<file path="config.mk">
export PLATFORM = sky130hd
export DESIGN_NAME = mul_csa_pipe
export DESIGN_NICKNAME = d
export VERILOG_FILES = /design/src/rtl/mul_pkg.sv /design/src/rtl/csa_row.sv /design/src/rtl/mul_csa_pipe.sv
export SDC_FILE = /design/constraint.sdc
export NUM_CORES = 2
export LEC_CHECK = 0
export ABC_CLOCK_PERIOD_IN_PS = 25700
export CORE_UTILIZATION = 57
export CTS_CLUSTER_SIZE = 20
export DETAILED_ROUTE_END_ITERATION = 10
export GPL_ROUTABILITY_DRIVEN = 0
export PLACE_DENSITY = 0.84
export SYNTH_ARGS = -nofsm -noshare
export SYNTH_HDL_FRONTEND = slang
export SYNTH_SLANG_ARGS = --single-unit
</file>
<file path="constraint.sdc">
create_clock -name clk -period 25.7 [get_ports clk]
set_clock_uncertainty 0.15 [all_clocks]
set_input_delay 5.14 -clock clk [delete_from_list [all_inputs] [get_ports clk]]
set_output_delay 5.14 -clock clk [all_outputs]
set_load 0.02 [all_outputs]
</file>
<file path="src/rtl/mul_pkg.sv">
// Shared sizing helpers for the carry-save multiplier: tree depth, stage count
// and pipeline latency derived from operand width and register spacing.
package mul_pkg;

  localparam int DEF_WIDTH = 24;
  localparam int DEF_LPS   = 2;

  function automatic int ceil_div(input int num, input int den);
    return (num + den - 1) / den;
  endfunction

  // Row count left after applying 'levels' 3:2 levels to 'rows' rows.
  function automatic int rows_after(input int rows, input int levels);
    int n;
    n = rows;
    for (int l = 0; l < levels; l++) begin
      if (n > 2) n = 2 * (n / 3) + (n % 3);
    end
    return n;
  endfunction

  function automatic int num_levels(input int rows);
    int n;
    int lv;
    n  = rows;
    lv = 0;
    while (n > 2) begin
      n  = 2 * (n / 3) + (n % 3);
      lv = lv + 1;
    end
    return lv;
  endfunction

  // WIDTH partial-product rows plus one Baugh-Wooley correction row.
  function automatic int latency(input int width, input int lps);
    return ceil_div(num_levels(width + 1), lps) + 2;
  endfunction

  localparam int PROD_W  = 2 * DEF_WIDTH;
  localparam int LATENCY = latency(DEF_WIDTH, DEF_LPS);

endpackage

</file>
<file path="src/rtl/csa_row.sv">
// One row of 3:2 compressors; carry is pre-shifted left by one bit and the
// carry out of the top bit is dropped (it cancels modulo 2^N).
module csa_row #(
  parameter int N = 48
) (
  input  logic [N-1:0] a,
  input  logic [N-1:0] b,
  input  logic [N-1:0] c,
  output logic [N-1:0] sum,
  output logic [N-1:0] carry
);

  always_comb begin
    sum   = a ^ b ^ c;
    carry = '0;
    for (int i = 1; i < N; i++) begin
      carry[i] = (a[i-1] & b[i-1]) | (a[i-1] & c[i-1]) | (b[i-1] & c[i-1]);
    end
  end

endmodule

</file>
<file path="src/rtl/mul_csa_pipe.sv">
// Pipelined WIDTH x WIDTH multiplier: Baugh-Wooley partial products, 3:2 CSA
// tree registered every LEVELS_PER_STAGE levels, final carry-propagate add.
module mul_csa_pipe
  import mul_pkg::*;
#(
  parameter int WIDTH            = DEF_WIDTH,
  parameter int LEVELS_PER_STAGE = DEF_LPS,
  parameter int TAG_W            = 4
) (
  input  logic               clk,
  input  logic               rst,
  input  logic               in_valid,
  output logic               in_ready,
  input  logic [WIDTH-1:0]   in_a,
  input  logic [WIDTH-1:0]   in_b,
  input  logic               in_signed,
  input  logic [TAG_W-1:0]   in_tag,
  output logic               out_valid,
  input  logic               out_ready,
  output logic [2*WIDTH-1:0] out_product,
  output logic [TAG_W-1:0]   out_tag
);

  localparam int PW   = 2 * WIDTH;
  localparam int ROWS = WIDTH + 1;
  localparam int NL   = num_levels(ROWS);
  localparam int NS   = ceil_div(NL, LEVELS_PER_STAGE);

  logic             en;
  logic [WIDTH-1:0] a_q, a_d, b_q, b_d;
  logic             sgn_q, sgn_d;
  logic [NS:0]      vld_q, vld_d;
  logic [TAG_W-1:0] tag_q [NS+1];
  logic [TAG_W-1:0] tag_d [NS+1];
  logic             out_valid_q, out_valid_d;
  logic [PW-1:0]    out_product_q, out_product_d;
  logic [TAG_W-1:0] out_tag_q, out_tag_d;
  logic [PW-1:0]    pp [ROWS];
  logic [PW-1:0]    final_sum;

  assign en       = out_ready | ~out_valid_q;
  assign in_ready = en;

  always_comb begin
    a_d   = a_q;
    b_d   = b_q;
    sgn_d = sgn_q;
    vld_d = vld_q;
    tag_d = tag_q;
    if (en) begin
      a_d      = in_a;
      b_d      = in_b;
      sgn_d    = in_signed;
      vld_d    = {vld_q[NS-1:0], in_valid};
      tag_d[0] = in_tag;
      for (int k = 1; k <= NS; k++) tag_d[k] = tag_q[k-1];
    end
  end

  // Signed mode inverts the cross terms with exactly one MSB operand bit and
  // adds 1 at bits WIDTH and 2*WIDTH-1 through the extra correction row.
  always_comb begin
    for (int i = 0; i < WIDTH; i++) begin
      pp[i] = '0;
      for (int j = 0; j < WIDTH; j++) begin
        pp[i][i+j] = (a_q[j] & b_q[i]) ^ (sgn_q & ((i == WIDTH-1) != (j == WIDTH-1)));
      end
    end
    pp[WIDTH]          = '0;
    pp[WIDTH][WIDTH]   = sgn_q;
    pp[WIDTH][PW-1]    = sgn_q;
  end

  for (genvar l = 0; l < NL; l++) begin : g_lvl
    localparam int NI = rows_after(ROWS, l);
    localparam int NG = NI / 3;
    localparam int NO = rows_after(ROWS, l + 1);

    logic [PW-1:0] src [NI];
    logic [PW-1:0] dst [NO];

    if (l == 0) begin : g_src
      assign src = pp;
    end else if ((l % LEVELS_PER_STAGE) == 0) begin : g_src
      assign src = g_lvl[l-1].g_reg.rows_q;
    end else begin : g_src
      assign src = g_lvl[l-1].dst;
    end

    for (genvar g = 0; g < NG; g++) begin : g_csa
      csa_row #(.N(PW)) u_csa (
        .a    (src[3*g]),
        .b    (src[3*g+1]),
        .c    (src[3*g+2]),
        .sum  (dst[2*g]),
        .carry(dst[2*g+1])
      );
    end

    for (genvar r = 0; r < NI - 3*NG; r++) begin : g_pass
      assign dst[2*NG+r] = src[3*NG+r];
    end

    if ((((l + 1) % LEVELS_PER_STAGE) == 0) || (l + 1 == NL)) begin : g_reg
      logic [PW-1:0] rows_d [NO];
      logic [PW-1:0] rows_q [NO];

      always_comb begin
        rows_d = dst;
        if (!en) rows_d = rows_q;
      end

      always_ff @(posedge clk) begin
        rows_q <= rows_d;
      end
    end
  end

  assign final_sum = g_lvl[NL-1].g_reg.rows_q[0] + g_lvl[NL-1].g_reg.rows_q[1];

  // Result registers load only on valid slots so bubbles never disturb them.
  always_comb begin
    out_valid_d   = out_valid_q;
    out_product_d = out_product_q;
    out_tag_d     = out_tag_q;
    if (en) begin
      out_valid_d = vld_q[NS];
      if (vld_q[NS]) begin
        out_product_d = final_sum;
        out_tag_d     = tag_q[NS];
      end
    end
  end

  always_ff @(posedge clk) begin
    if (rst) begin
      vld_q         <= '0;
      out_valid_q   <= 1'b0;
      out_product_q <= '0;
      out_tag_q     <= '0;
    end else begin
      vld_q         <= vld_d;
      out_valid_q   <= out_valid_d;
      out_product_q <= out_product_d;
      out_tag_q     <= out_tag_d;
    end
  end

  always_ff @(posedge clk) begin
    a_q   <= a_d;
    b_q   <= b_d;
    sgn_q <= sgn_d;
    tag_q <= tag_d;
  end

  assign out_valid   = out_valid_q;
  assign out_product = out_product_q;
  assign out_tag     = out_tag_q;

endmodule

</file>
* After elaboration in Yosys (flattened, before gate mapping)
Cells that the tools add are included.
Widths: inputs -> output; s select.
** Word-level totals
- Register bits after elaboration :: 1082
- Bits of input ports :: 57
- Word-level logic and storage cells :: 4100
** Operators by class
- Add/sub/neg operators :: 1
- Bitwise gates (word level) :: 4063
- Reductions and logical operators :: 1
** Operators by type and width (count)
- $and 1x1->1 :: 2687
- $or 1x1->1 :: 1283
- $xor 48x48->48 :: 20
- $xor 48x26->48 :: 2
- $xor 48x32->48 :: 2
- $xor 48x35->48 :: 2
- $xor 48x41->48 :: 2
- $xor 48x44->48 :: 2
- $xor 48x47->48 :: 2
- $add 48x48->48 :: 1
- $xor 29x48->48 :: 1
- $xor 33x48->48 :: 1
- $xor 38x48->48 :: 1
- $xor 48x29->48 :: 1
- $xor 48x38->48 :: 1
- $xor 48x42->48 :: 1
- $xor 1x1->1 :: 46
- $xor 45x46->46 :: 1
- $xor 42x43->43 :: 1
- $xor 39x40->40 :: 1
- $xor 36x37->37 :: 1
- $xor 33x34->34 :: 1
- $xor 30x31->31 :: 1
- $xor 27x28->28 :: 1
- other kinds (3) :: 3

* Longest topological paths before layout
- Word-level depth :: 8
- Depth in mapped cells :: 10
- Depth with buffers taken out :: 10

* By module
A second synthesis with hierarchy kept.
** Unflattened totals
- Cells, all modules :: 3598
- Area, all modules :: 65156.2 um2
** Modules (own cells, without submodules)
- mul_csa_pipe :: instances 1, cells each 2448, area an instance 42709.7 um2, sequential area each 34973.5 um2
- csa_row :: instances 23, cells each 50, area an instance 975.9 um2, sequential area each 0.0 um2

* Least setup slack after synthesis
No wires, ideal clock.
- Kind :: input to register
- Start point :: input port out_ready
- End point :: register out_product_q[46], in the netlist out_product[46]
- Setup time :: 0.125 ns
- Data arrival time :: 25.009 ns
- Data required time :: 25.425 ns
- Path slack :: 0.417 ns
- Cell stages on the path :: 8
- Buffers on the path :: 2
- Cells stage by stage :: nor2b_1 clkbuf_1 clkinv_1 nand2_1 clkbuf_1 nor4b_1 a31oi_1 nand3_1
** On the way
- Longest elaborated chain between the ends :: 2
** Ends and longest elaborated chain
- start: declaration :: line mul_csa_pipe.sv:19 : input logic out_ready,
- $or 1x1->1 :: line mul_csa_pipe.sv:41 : assign en = out_ready | ~out_valid_q;
- named net in_ready :: line mul_csa_pipe.sv:13 : output logic in_ready,
- $reduce_and 2->1 (no line)
- end signal: assignment :: line mul_csa_pipe.sv:144 : out_product_q <= out_product_d;
- end: declaration :: line mul_csa_pipe.sv:36 : logic [PW-1:0] out_product_q, out_product_d;
The timed path passes the listed nets, and every way through them passes these cells.
A chain may end at the register's enable or synchronous reset.

* Worst setup path in the final report
- Start point :: input port out_ready
- End point :: output port in_ready
** On the way
- Longest elaborated chain between the ends :: 1
** Ends and longest elaborated chain (line)
- $or 1x1->1 :: mul_csa_pipe.sv:41
- end: declaration :: mul_csa_pipe.sv:13
No other way between the ends.

==> impl_results.md <==
- Outcome: completed
- TritonCTS Buffers: 85
- Aggregate negative setup slack: 0 ns
- Max frequency: between 80 and 90 MHz
- Time the final worst path needs with I/O delays and setup: around 12 ns
- Setup violators final: 0
- Buffer count from post-CTS setup fixing: 0
- Critical Path RT: between 20 and 25 ns
- WL met2: roughly 45 mm
- Pins Over Slew Limit: 0
- Highest Signal Layer: met5
- # H-tree levels: 3
- Post-Syn Area: 43500 um2
- Post-route fraction of the period consumed by the critical path: 0.482
- Number of diodes added for antenna fixing: 0
- Detailed-route vias per instance: 5.61
- Count of endpoints failing hold in the final timing report: 0
- Number of rows in the core area: 100
- Pwr Density: about 100 nW/um2
- Type of the most critical hold path: register to register
- Switching pwr: 1.56 mW
- Met3 wire length: 6.86 mm
- Total routed wirelength: 89.7 mm
- Synthesis Warnings: 0
- Total vias in the final route: around 24000
- Flip-flop and latch count after synthesis: 800
- Number of I/O port buffers: between 100 and 150
- Post-placement worst setup slack: between 10 and 15 ns
- Number of gates given a new drive strength after cts: 0
- Sort of element at the end of the critical path: output port
- TritonCTS clock tree: yes
- Unrepaired setup endpoints after global routing: false
- Growth of design area from synthesis to finish: 11.3%
- Die Span Y: approximately 280 um
- Internal cell power: about 3.3 mW
- Initial cell density of the core: 0.580
- Number of flops mapped to enable cells by yosys: ~740
- Worst-Margin Slew: between 1 and 1.5 ns
- Final non-filler cell total: between 4000 and 5000
- Wirelength per Cell: roughly 21 um
- Met1 wire length: between 30 and 40 mm
- Horizontal die dimension: approximately 280 um
- Area of the core: 74900 um2
- Crit path launch type: input port
- Fin worst setup slack: about 13 ns
- I/O pin total: roughly 110
- Worst reg2reg path startpoint: g_lvl[6].g_reg.rows_q[8]
- Violation count after the first detailed-route iteration: between 2000 and 2500
- Overall fraction of global-route tracks in use: 0.242
- Count of cell types in the netlist: between 50 and 60
- Buffer cell driving the clock tree root: sky130_fd_sc_hd__clkbuf_16
- Synth Area per Inst: between 10 and 15 um2
- Share of layout cells above drive strength 1: 0.0518
- Dominant register cell in the synthesized netlist: sky130_fd_sc_hd__edfxtp_1
- Crit path launch: out_ready
- Number of hold-repair buffers added at the cts stage: 0
- Detailed placer's ending HPWL: around 58 mm
- Endpoint arrival time on the critical path: between 7 and 8 ns
- Hold Startpoint: g_lvl[5].g_reg.rows_q[99]
- Combinational cell fraction of total power: 0.292
- Maximum number of pins on one net before global-route repair: ~210
- Fraction of power consumed by the clock network: 0.270
- Internal reg-to-reg setup slack: 22.09 ns
- Largest voltage drop on the vdd net: about 0.06 mV
- Remaining global-route overflow: 0
- DRC viols: 0
- Share of the yosys chip area belonging to registers: 0.539
- Sequential Power Share: 0.438
- Setup CP Type: input port to output port
- Number of global-route vias before repair: about 26000
- Switching share of total power: 0.319
- Detailed-router iteration count before antenna repair: 5
- Worst Hold Depth: 0
- Number of antenna violations at the first check in global routing: 1
- LEAKAGE: around 21 nW
- Capture instance of the worst register-to-register path: out_product[46]
- Post-CTS clock slew at the launch and capture registers of the worst setup and hold paths: around 0.050 ns
- Maximum clock insertion buffer count: 3
- Biggest fanout along the worst timing path: between 40 and 50
- Number of sinks on the clock net: 800
- Insertion delay of the later-clocked pin in the worst-skew pair: approximately 0.66 ns
- Tightest slew margin relative to the limit: 0.137
- Hold Path End: g_lvl[6].g_reg.rows_q[51]
- Synth Net Count: about 3800
- Max_cap viols: 0
- Number of routed nets with antenna violations: 0
- Total Nets Final: between 3000 and 4000
- Die Outline Area: between 70000 and 80000 um2
- Number of cells on the worst reg-to-reg path: 10
- Number of cells produced by synthesis: about 3100
- Total placed cells including tap cells: around 4100
- First-pass GRT wire length: between 100 and 150 mm
- Share of synthesized flip-flops with an asynchronous set or reset: 0
==> cell usage after synthesis, types with 14 or more instances <==
cell | n | area share
sky130_fd_sc_hd__xnor2_1 | 54 | 0.011
sky130_fd_sc_hd__fa_1 | 490 | 0.23
sky130_fd_sc_hd__nand2_1 | 289 | 0.025
sky130_fd_sc_hd__edfxtp_1 | 742 | 0.51
sky130_fd_sc_hd__o21ai_0 | 26 | 0.0030
sky130_fd_sc_hd__xor2_1 | 14 | 0.0028
sky130_fd_sc_hd__a21o_1 | 22 | 0.0038
sky130_fd_sc_hd__nor2_1 | 31 | 0.0027
sky130_fd_sc_hd__inv_1 | 441 | 0.038
sky130_fd_sc_hd__ha_1 | 163 | 0.047
sky130_fd_sc_hd__clkbuf_1 | 124 | 0.011
sky130_fd_sc_hd__and2_1 | 400 | 0.058
sky130_fd_sc_hd__dfxtp_1 | 58 | 0.027
sky130_fd_sc_hd__a21oi_1 | 78 | 0.0090
sky130_fd_sc_hd__nor3_1 | 16 | 0.0018
==> cell usage in the layout, fill, tap and decap left out, types with 11 or more instances in the layout <==
cell and count:
sky130_fd_sc_hd__ha_1 163, sky130_fd_sc_hd__nand2_1 288, sky130_fd_sc_hd__clkinv_1 13, sky130_fd_sc_hd__xnor2_1 54, sky130_fd_sc_hd__clkinv_2 19, sky130_fd_sc_hd__inv_1 441, sky130_fd_sc_hd__xor2_1 14, sky130_fd_sc_hd__o21ai_0 26
sky130_fd_sc_hd__clkbuf_16 85, sky130_fd_sc_hd__buf_4 11, sky130_fd_sc_hd__fa_1 490, sky130_fd_sc_hd__nor2_1 31, sky130_fd_sc_hd__a21oi_1 78, sky130_fd_sc_hd__nor3_1 16, sky130_fd_sc_hd__and2_1 399, sky130_fd_sc_hd__nand3_1 12
sky130_fd_sc_hd__bufinv_16 16, sky130_fd_sc_hd__o211ai_1 11, sky130_fd_sc_hd__clkdlybuf4s50_1 109, sky130_fd_sc_hd__dfxtp_1 58, sky130_fd_sc_hd__edfxtp_1 742, sky130_fd_sc_hd__nand4_1 13, sky130_fd_sc_hd__a21o_1 22
==> through the flow <==
step	cell area, um2	utilization	power [mW]	hold slack, ns
after floorplan	43500	-	2.99	0.250
after CTS	48400	0.646	4.89	0.269
after detailed placement	45400	0.606	3.52	0.255
after global routing	48400	0.646	5.16	0.276
after global placement	45400	0.606	3.41	0.251
final	48400	0.646	4.87	0.267
==> power groups by stage <==
stage / clock [mW] / combinational [mW] / sequential, mW
global route: 1.38 / 1.61 / 2.17
CTS: 1.33 / 1.42 / 2.13
global placement: 0 / 1.28 / 2.13
detailed placement: 0 / 1.37 / 2.15
floorplan: 0 / 0.917 / 2.07
finish: 1.31 / 1.42 / 2.13
==> worst max-delay path by stage <==
stage,end,depth (start not counted)
4_1_cts,in_ready,4
2_1_floorplan,out_product[46],8
5_1_grt,in_ready,4
3_5_place_dp,in_ready,4
3_3_place_gp,in_ready,4
6_report,in_ready,4
==> critical path: stages <==
cell and delay (ns):
sky130_fd_sc_hd__clkdlybuf4s50_1 0.40, sky130_fd_sc_hd__nor2b_1 0.58, sky130_fd_sc_hd__inv_8 0.28, sky130_fd_sc_hd__clkdlybuf4s50_1 0.64
==> routing by layer <==
metal,vias to the layer above,track usage
li1,10200,-
met1,12100,0.322
met2,1049,0.406
met3,206,0.0416
met4,2,0.0849
met5,-,0
==> registers in the layout, summed over array words and instances, names as in the netlist <==
name,flops
g_lvl.g_reg.rows_q,673
out_product,48
a_q,24
b_q,24
tag_q,20
vld_q,5
out_tag,4
out_valid,1
sgn_q,1
==> final cells by class <==
| type | instances | area (um2) |
|---|---|---|
| Clock buffer | 91 | 2150 |
| Inverter | 443 | 1670 |
| Fill cell | 4889 | 26500 |
| Clock inverter | 68 | 835 |
| Multi-Input combinational cell | 1716 | 17900 |
| Tap cell | 969 | 1210 |
| Timing Repair Buffer | 123 | 1220 |
| Sequential cell | 800 | 23400 |
==> cells by family after synthesis <==
logic type / Yosys count / synth area share
compound gates: 194 / 0.0284
buf+inv: 575 / 0.0497
xor+xnor: 68 / 0.0137
fa+ha+maj: 653 / 0.272
simple gates: 797 / 0.0958
mux: 4 / 0.000921
flops: 800 / 0.539
No activity file was read; power rests on OpenSTA's default activity.
